`src/rtl/scoreboard_regfile.sv`:
```
// Register file with write-back bypass and per-register in-flight write scoreboard.
// Optional macro RF_WR_BYPASS_EN enables same-cycle write-back forwarding and stall credit.
module scoreboard_regfile #(
    parameter int unsigned DATA_W = 32,
    parameter int unsigned ADDR_W = 5,
    parameter int unsigned NUM_RD = 2,
    parameter int unsigned CNT_W  = 2
) (
    input  logic                     clk_i,
    input  logic                     rst_i,
    input  logic [NUM_RD-1:0]        rd_valid_i,
    input  logic [NUM_RD*ADDR_W-1:0] rd_addr_i,
    output logic [NUM_RD*DATA_W-1:0] rd_data_o,
    input  logic                     wr_en_i,
    input  logic [ADDR_W-1:0]        wr_addr_i,
    input  logic [DATA_W-1:0]        wr_data_i,
    input  logic                     iss_en_i,
    input  logic [ADDR_W-1:0]        iss_addr_i,
    output logic                     iss_rdy_o,
    output logic                     stall_o,
    output logic                     err_o
);

    localparam int unsigned NUM_REGS = 1 << ADDR_W;
    localparam logic [CNT_W-1:0] CNT_MAX = '1;

    logic [DATA_W-1:0] regs_q [NUM_REGS];
    logic [CNT_W-1:0]  cnt_q  [NUM_REGS];
    logic [CNT_W-1:0]  cnt_d  [NUM_REGS];
    logic              err_q;
    logic              err_d;
    logic              wr_hit;
    logic              iss_dec;
    logic [NUM_RD-1:0] hazard;
    logic [ADDR_W-1:0] rd_addr [NUM_RD];

    assign wr_hit = wr_en_i && (wr_addr_i != '0);

    // A saturated destination can still accept an issue when a write-back retires one slot.
    assign iss_dec   = wr_en_i && (wr_addr_i == iss_addr_i) && (cnt_q[iss_addr_i] != '0);
    assign iss_rdy_o = (iss_addr_i == '0) || (cnt_q[iss_addr_i] != CNT_MAX) || iss_dec;

    always_comb begin
        for (int r = 0; r < NUM_REGS; r++) begin
            cnt_d[r] = cnt_q[r];
        end
        for (int r = 1; r < NUM_REGS; r++) begin
            logic inc;
            logic dec;
            inc = iss_en_i && iss_rdy_o && (iss_addr_i == ADDR_W'(r));
            dec = wr_en_i && (wr_addr_i == ADDR_W'(r)) && (cnt_q[r] != '0);
            if (inc && !dec) begin
                cnt_d[r] = cnt_q[r] + CNT_W'(1);
            end else if (dec && !inc) begin
                cnt_d[r] = cnt_q[r] - CNT_W'(1);
            end
        end
    end

    assign err_d = err_q || (wr_hit && (cnt_q[wr_addr_i] == '0));

    always_ff @(posedge clk_i or negedge rst_i) begin
        if (!rst_i) begin
            for (int i = 0; i < NUM_REGS; i++) begin
                regs_q[i] <= '0;
                cnt_q[i]  <= '0;
            end
            err_q <= 1'b0;
        end else begin
            for (int i = 0; i < NUM_REGS; i++) begin
                cnt_q[i] <= cnt_d[i];
            end
            if (wr_hit) begin
                regs_q[wr_addr_i] <= wr_data_i;
            end
            err_q <= err_d;
        end
    end

    assign err_o = err_q;

    // Per read port: data select and hazard detection.
    for (genvar k = 0; k < NUM_RD; k++) begin : g_rd
        assign rd_addr[k] = rd_addr_i[k*ADDR_W +: ADDR_W];
`ifdef RF_WR_BYPASS_EN
        logic wr_match;
        assign wr_match = wr_en_i && (wr_addr_i == rd_addr[k]);
        assign rd_data_o[k*DATA_W +: DATA_W] = (rd_addr[k] == '0) ? '0 :
                                               wr_match           ? wr_data_i :
                                                                    regs_q[rd_addr[k]];
        // The write landing this cycle satisfies one pending count.
        assign hazard[k] = rd_valid_i[k] && (rd_addr[k] != '0) &&
                           (cnt_q[rd_addr[k]] > CNT_W'(wr_match));
`else
        assign rd_data_o[k*DATA_W +: DATA_W] = (rd_addr[k] == '0) ? '0 : regs_q[rd_addr[k]];
        assign hazard[k] = rd_valid_i[k] && (rd_addr[k] != '0) &&
                           (cnt_q[rd_addr[k]] != '0);
`endif
    end

    assign stall_o = |hazard;

endmodule

```
`config.mk`:
```
export PLATFORM = sky130hd
export DESIGN_NAME = scoreboard_regfile
export DESIGN_NICKNAME = d
export VERILOG_FILES = /design/src/rtl/scoreboard_regfile.sv
export SDC_FILE = /design/constraint.sdc
export NUM_CORES = 2
export LEC_CHECK = 0
export ABC_CLOCK_PERIOD_IN_PS = 3000
export CAP_MARGIN = 5
export CORE_ASPECT_RATIO = 0.75
export CORE_MARGIN = 2
export CORE_UTILIZATION = 25
export CTS_CLUSTER_SIZE = 8
export DETAILED_ROUTE_END_ITERATION = 8
export PLACE_DENSITY = 0.37
export SYNTH_ARGS = -nofsm -noshare
export SYNTH_HDL_FRONTEND = slang
export SYNTH_SLANG_ARGS = --single-unit
export TNS_END_PERCENT = 20
```
`constraint.sdc`:
```
create_clock -name clk_i -period 3 [get_ports clk_i]
set_input_delay 0.45 -clock clk_i [delete_from_list [all_inputs] [get_ports clk_i]]
set_output_delay 0.45 -clock clk_i [all_outputs]
set_load 0.02 [all_outputs]
```
==> reports/results.tsv <==
stage	metric	value	unit
run_status	status	finished, violations left	
run_status	failing checks	negative setup slack	
grt	number of global-route vias before repair	38600	
place	pre-CTS setup slack	-0.959	ns
floorplan	die area	239000	um2
power_and_ir_drop	VDD IR-drop max	0.000395	V
timing	Setup Skew	0.0632	ns
layout	Layout area overhead	24.7	%
power_and_ir_drop	Reg power frac	0.413	
worst_setup_path	Slowest-stage cell, CP	mux4_2	
timing	final hold vios	0	
hold_path	worst min path class	in -> async	
place	IO Port Bufs	124	
synth	area leader, netlist	dfrtp_1	
worst_setup_path	CP startpoint kind	register	
floorplan	Rows	154	
layout	cell area after layout	73300	um2
worst_setup_path	Worst Setup End Kind	output port	
timing	Total Neg Setup Slack	-9.94	ns
cts	CTS H-tree lvls	4	
route	detail-routed via count per cell	5.03	
synth	ys flop type	dfrtp_1	
synth	synth unique cells	47	
worst_setup_path	Worst Path Required	2.55	ns
cts	CTS Buffer Depth	4	
synth	FF+latch count, synth	1087	
worst_setup_path	Critical Path Max Stage Delay	0.49	ns
run	maxcap violations	0	
worst_setup_path	CP bufs+invs	1	
worst_setup_path	CP top delay family	multiplexers	
grt	antenna violations before repair	11	
synth	sequential fraction of the synthesis area	0.463	
grt	largest net degree at the start of global routing	71	
cts	clk_lat worst skew	0.81	ns
power_and_ir_drop	sw frac	0.292	
timing	post-route worst setup slack	-0.400	ns
worst_setup_path	critical-path cell list	nor2_1 > mux4_2 > mux2_4 > a2111oi_4 > a311o_1 > a32o_2 > buf_6	
synth	count leader, synth	dfrtp_1	
synth	synthesized instance count	3718	
cts	Clock transition at path regs	0.05	ns
place	area post-placement	68300	um2
place	Placed Cells	7058	
timing	max-slew violations	0	
route	1st-pass router iterations	5	
grt	global-route wire length before repair	318000	um
grt	grt ovf	0	
synth	Post-synth top cells	1087 x dfrtp_1, 964 x mux2_2, 664 x mux4_2	
place	GPL Wtd Cong	0.756	
cts	total CTS buffers	163	
power_and_ir_drop	power share of the clock group	0.337	
synth	top cell type's share of synthesized area	0.463	
place	post-DP HPWL	144000	um
power_and_ir_drop	Pwr Total	0.0492	W
floorplan	Starting Density	0.251	
timing	Fmax achieved	0.294	GHz
power_and_ir_drop	Comb pwr share	0.250	
cts	clock root buffer	clkbuf_16	
route	Routed WL	223000	um
synth	Post-synth EDFFs	0	
route	Final ANT Viol Nets	0	
power_and_ir_drop	Internal	0.0348	W
synth	syn avg cell area	15.8	um2
power_and_ir_drop	switching power	0.0144	W
timing	Period minus WS final	3.40	ns
route	initial DRC count	2205	
timing	final period utilization	1.13	
worst_setup_path	WP data arrival	2.95	ns
power_and_ir_drop	pwr dens	671	nW/um2
synth	Area contributors post-synth	dfrtp_1 46%, mux4_2 25%, mux2_2 18%	
layout	fin nets	4207	
route	# DRC	0	
synth	Mapped Area	58800	um2
timing	worst-margin pin slew	0.603	ns
floorplan	core area	234000	um2
floorplan	I/O Pins	125	
timing	Max-slew headroom	0.598	
floorplan	Vert. Die Dim	424	um
layout	fin cells	7254	
worst_setup_path	Critical Path Fanout Max	2	
layout	ratio of cells with drive above 1 in the final layout	0.613	
cts	CTS Sinks	1087	
route	routed len/inst	30.7	um
power_and_ir_drop	leakage power	30.9	nW
cts	CTS tree	done	
synth	asr flop ratio synth	1.00	
floorplan	die width	564	um
route	vias	36500	
worst_setup_path	WS Path Type	reg -> out	
synth	synth warn	0	
grt	Total GRT Usage	0.187	
synth	Net Count, Synth	3807	
timing	RSZ-0062 raised after global routing	true	
timing	Final Setup Violations	65	
==> registers in the layout (all words and copies together), names as in the netlist <==
name / count
cnt_q: 62
err_o: 1
regs_q: 1024
==> per-layer routing <==
layer | GRT usage | part of all wire
met1 | 0.279 | 0.49
met2 | 0.286 | 0.45
met3 | 0.0318 | 0.043
met4 | 0.0359 | 0.017
met5 | 0 | 0.000054
==> path summary, 6_finish.rpt <==
check / slack [ns] / from / to / depth (start not counted)
min in group clk_i: 0.39 / regs_q[1011] / regs_q[1011] / 0
max reg2reg: 0.20 / cnt_q[10] / cnt_q[7] / 11
min reg2reg: 0.39 / regs_q[1011] / regs_q[1011] / 0
max: -0.40 / cnt_q[60] / stall_o / 7
min: 0.32 / rst_i / regs_q[733] / 2
max in group asynchronous: 1.63 / rst_i / cnt_q[35] / 4
==> worst register-to-register path, cell delays in order (launching register included) <==
cell	delay (ns)
dfrtp_1	0.44
nand3_1	0.11
o21ai_0	0.18
o211a_1	0.28
o311ai_2	0.39
buf_4	0.19
nand2_1	0.17
nor3_1	0.32
ha_1	0.23
xor2_1	0.17
nor2_1	0.07
xor2_1	0.14
==> layout by cell type (no fill, tap or decap), types with 9 or more instances in the layout <==
cell,Yosys,layout
buf_4,22,338
xor2_1,66,66
nor2_4,0,35
o21ai_0,21,20
mux2_2,964,963
nor2_1,177,116
mux4_2,664,664
mux2i_2,0,18
clkdlybuf4s50_1,0,47
or2_2,14,14
buf_12,0,167
mux2i_4,0,20
nor2_2,0,26
dfrtp_1,1087,1081
nor3_1,20,20
nand2_1,49,34
a21oi_1,9,9
nand3_1,13,13
ha_1,31,31
mux2i_1,66,28
clkbuf_16,0,166
nand2_4,0,15
xnor2_1,32,32
mux2_1,30,30
buf_6,7,53
buf_2,98,19
==> what timing repair did <==
item                                    in CTS  in global routing
pin swaps                                    5                  5
gates resized for setup                    387                 73
buffers inserted                            11                  6
gates cloned                                 0                  0
hold buffers                                 1                  0
hold endpoints to repair                    33                  0
endpoints found under the setup margin      66                 67
==> power by group through the flow <==
stage          clock network, W  registers [W]  logic (W)
6_report                 0.0166         0.0203     0.0123
5_1_grt                  0.0177         0.0208     0.0132
4_1_cts                  0.0172         0.0203     0.0123
3_5_place_dp                  0         0.0205     0.0119
3_3_place_gp                  0         0.0205     0.0118
2_1_floorplan                 0         0.0195    0.00796
==> cell families after synthesis <==
logic type / synth area share
and+or+nand+nor: 0.0225
muxes: 0.456
AOI/OAI and AO/OA: 0.00704
xor gates and xnor gates: 0.0146
adders and majority gates: 0.00660
DFF: 0.463
buffers and inverters: 0.0306
==> final cells by class <==
type / instances / area (um2)
fillers: 23200 / 161000
multi-input cells: 2220 / 30600
flip-flops and latches: 1087 / 27200
repair buffers: 640 / 7340
clock buffers: 175 / 4210
well taps: 3120 / 3900
clock inverters: 4 / 35.0
inverters: 6 / 22.5
diodes: 2 / 5.00
==> through the flow <==
stage	hold WS [ns]	util
after floorplan	0.154	-
after global placement	0.379	0.292
after detailed placement	0.384	0.292
after CTS	0.277	0.312
after global routing	0.321	0.313
final	0.323	0.313
Power figures use the tool's default switching activity.
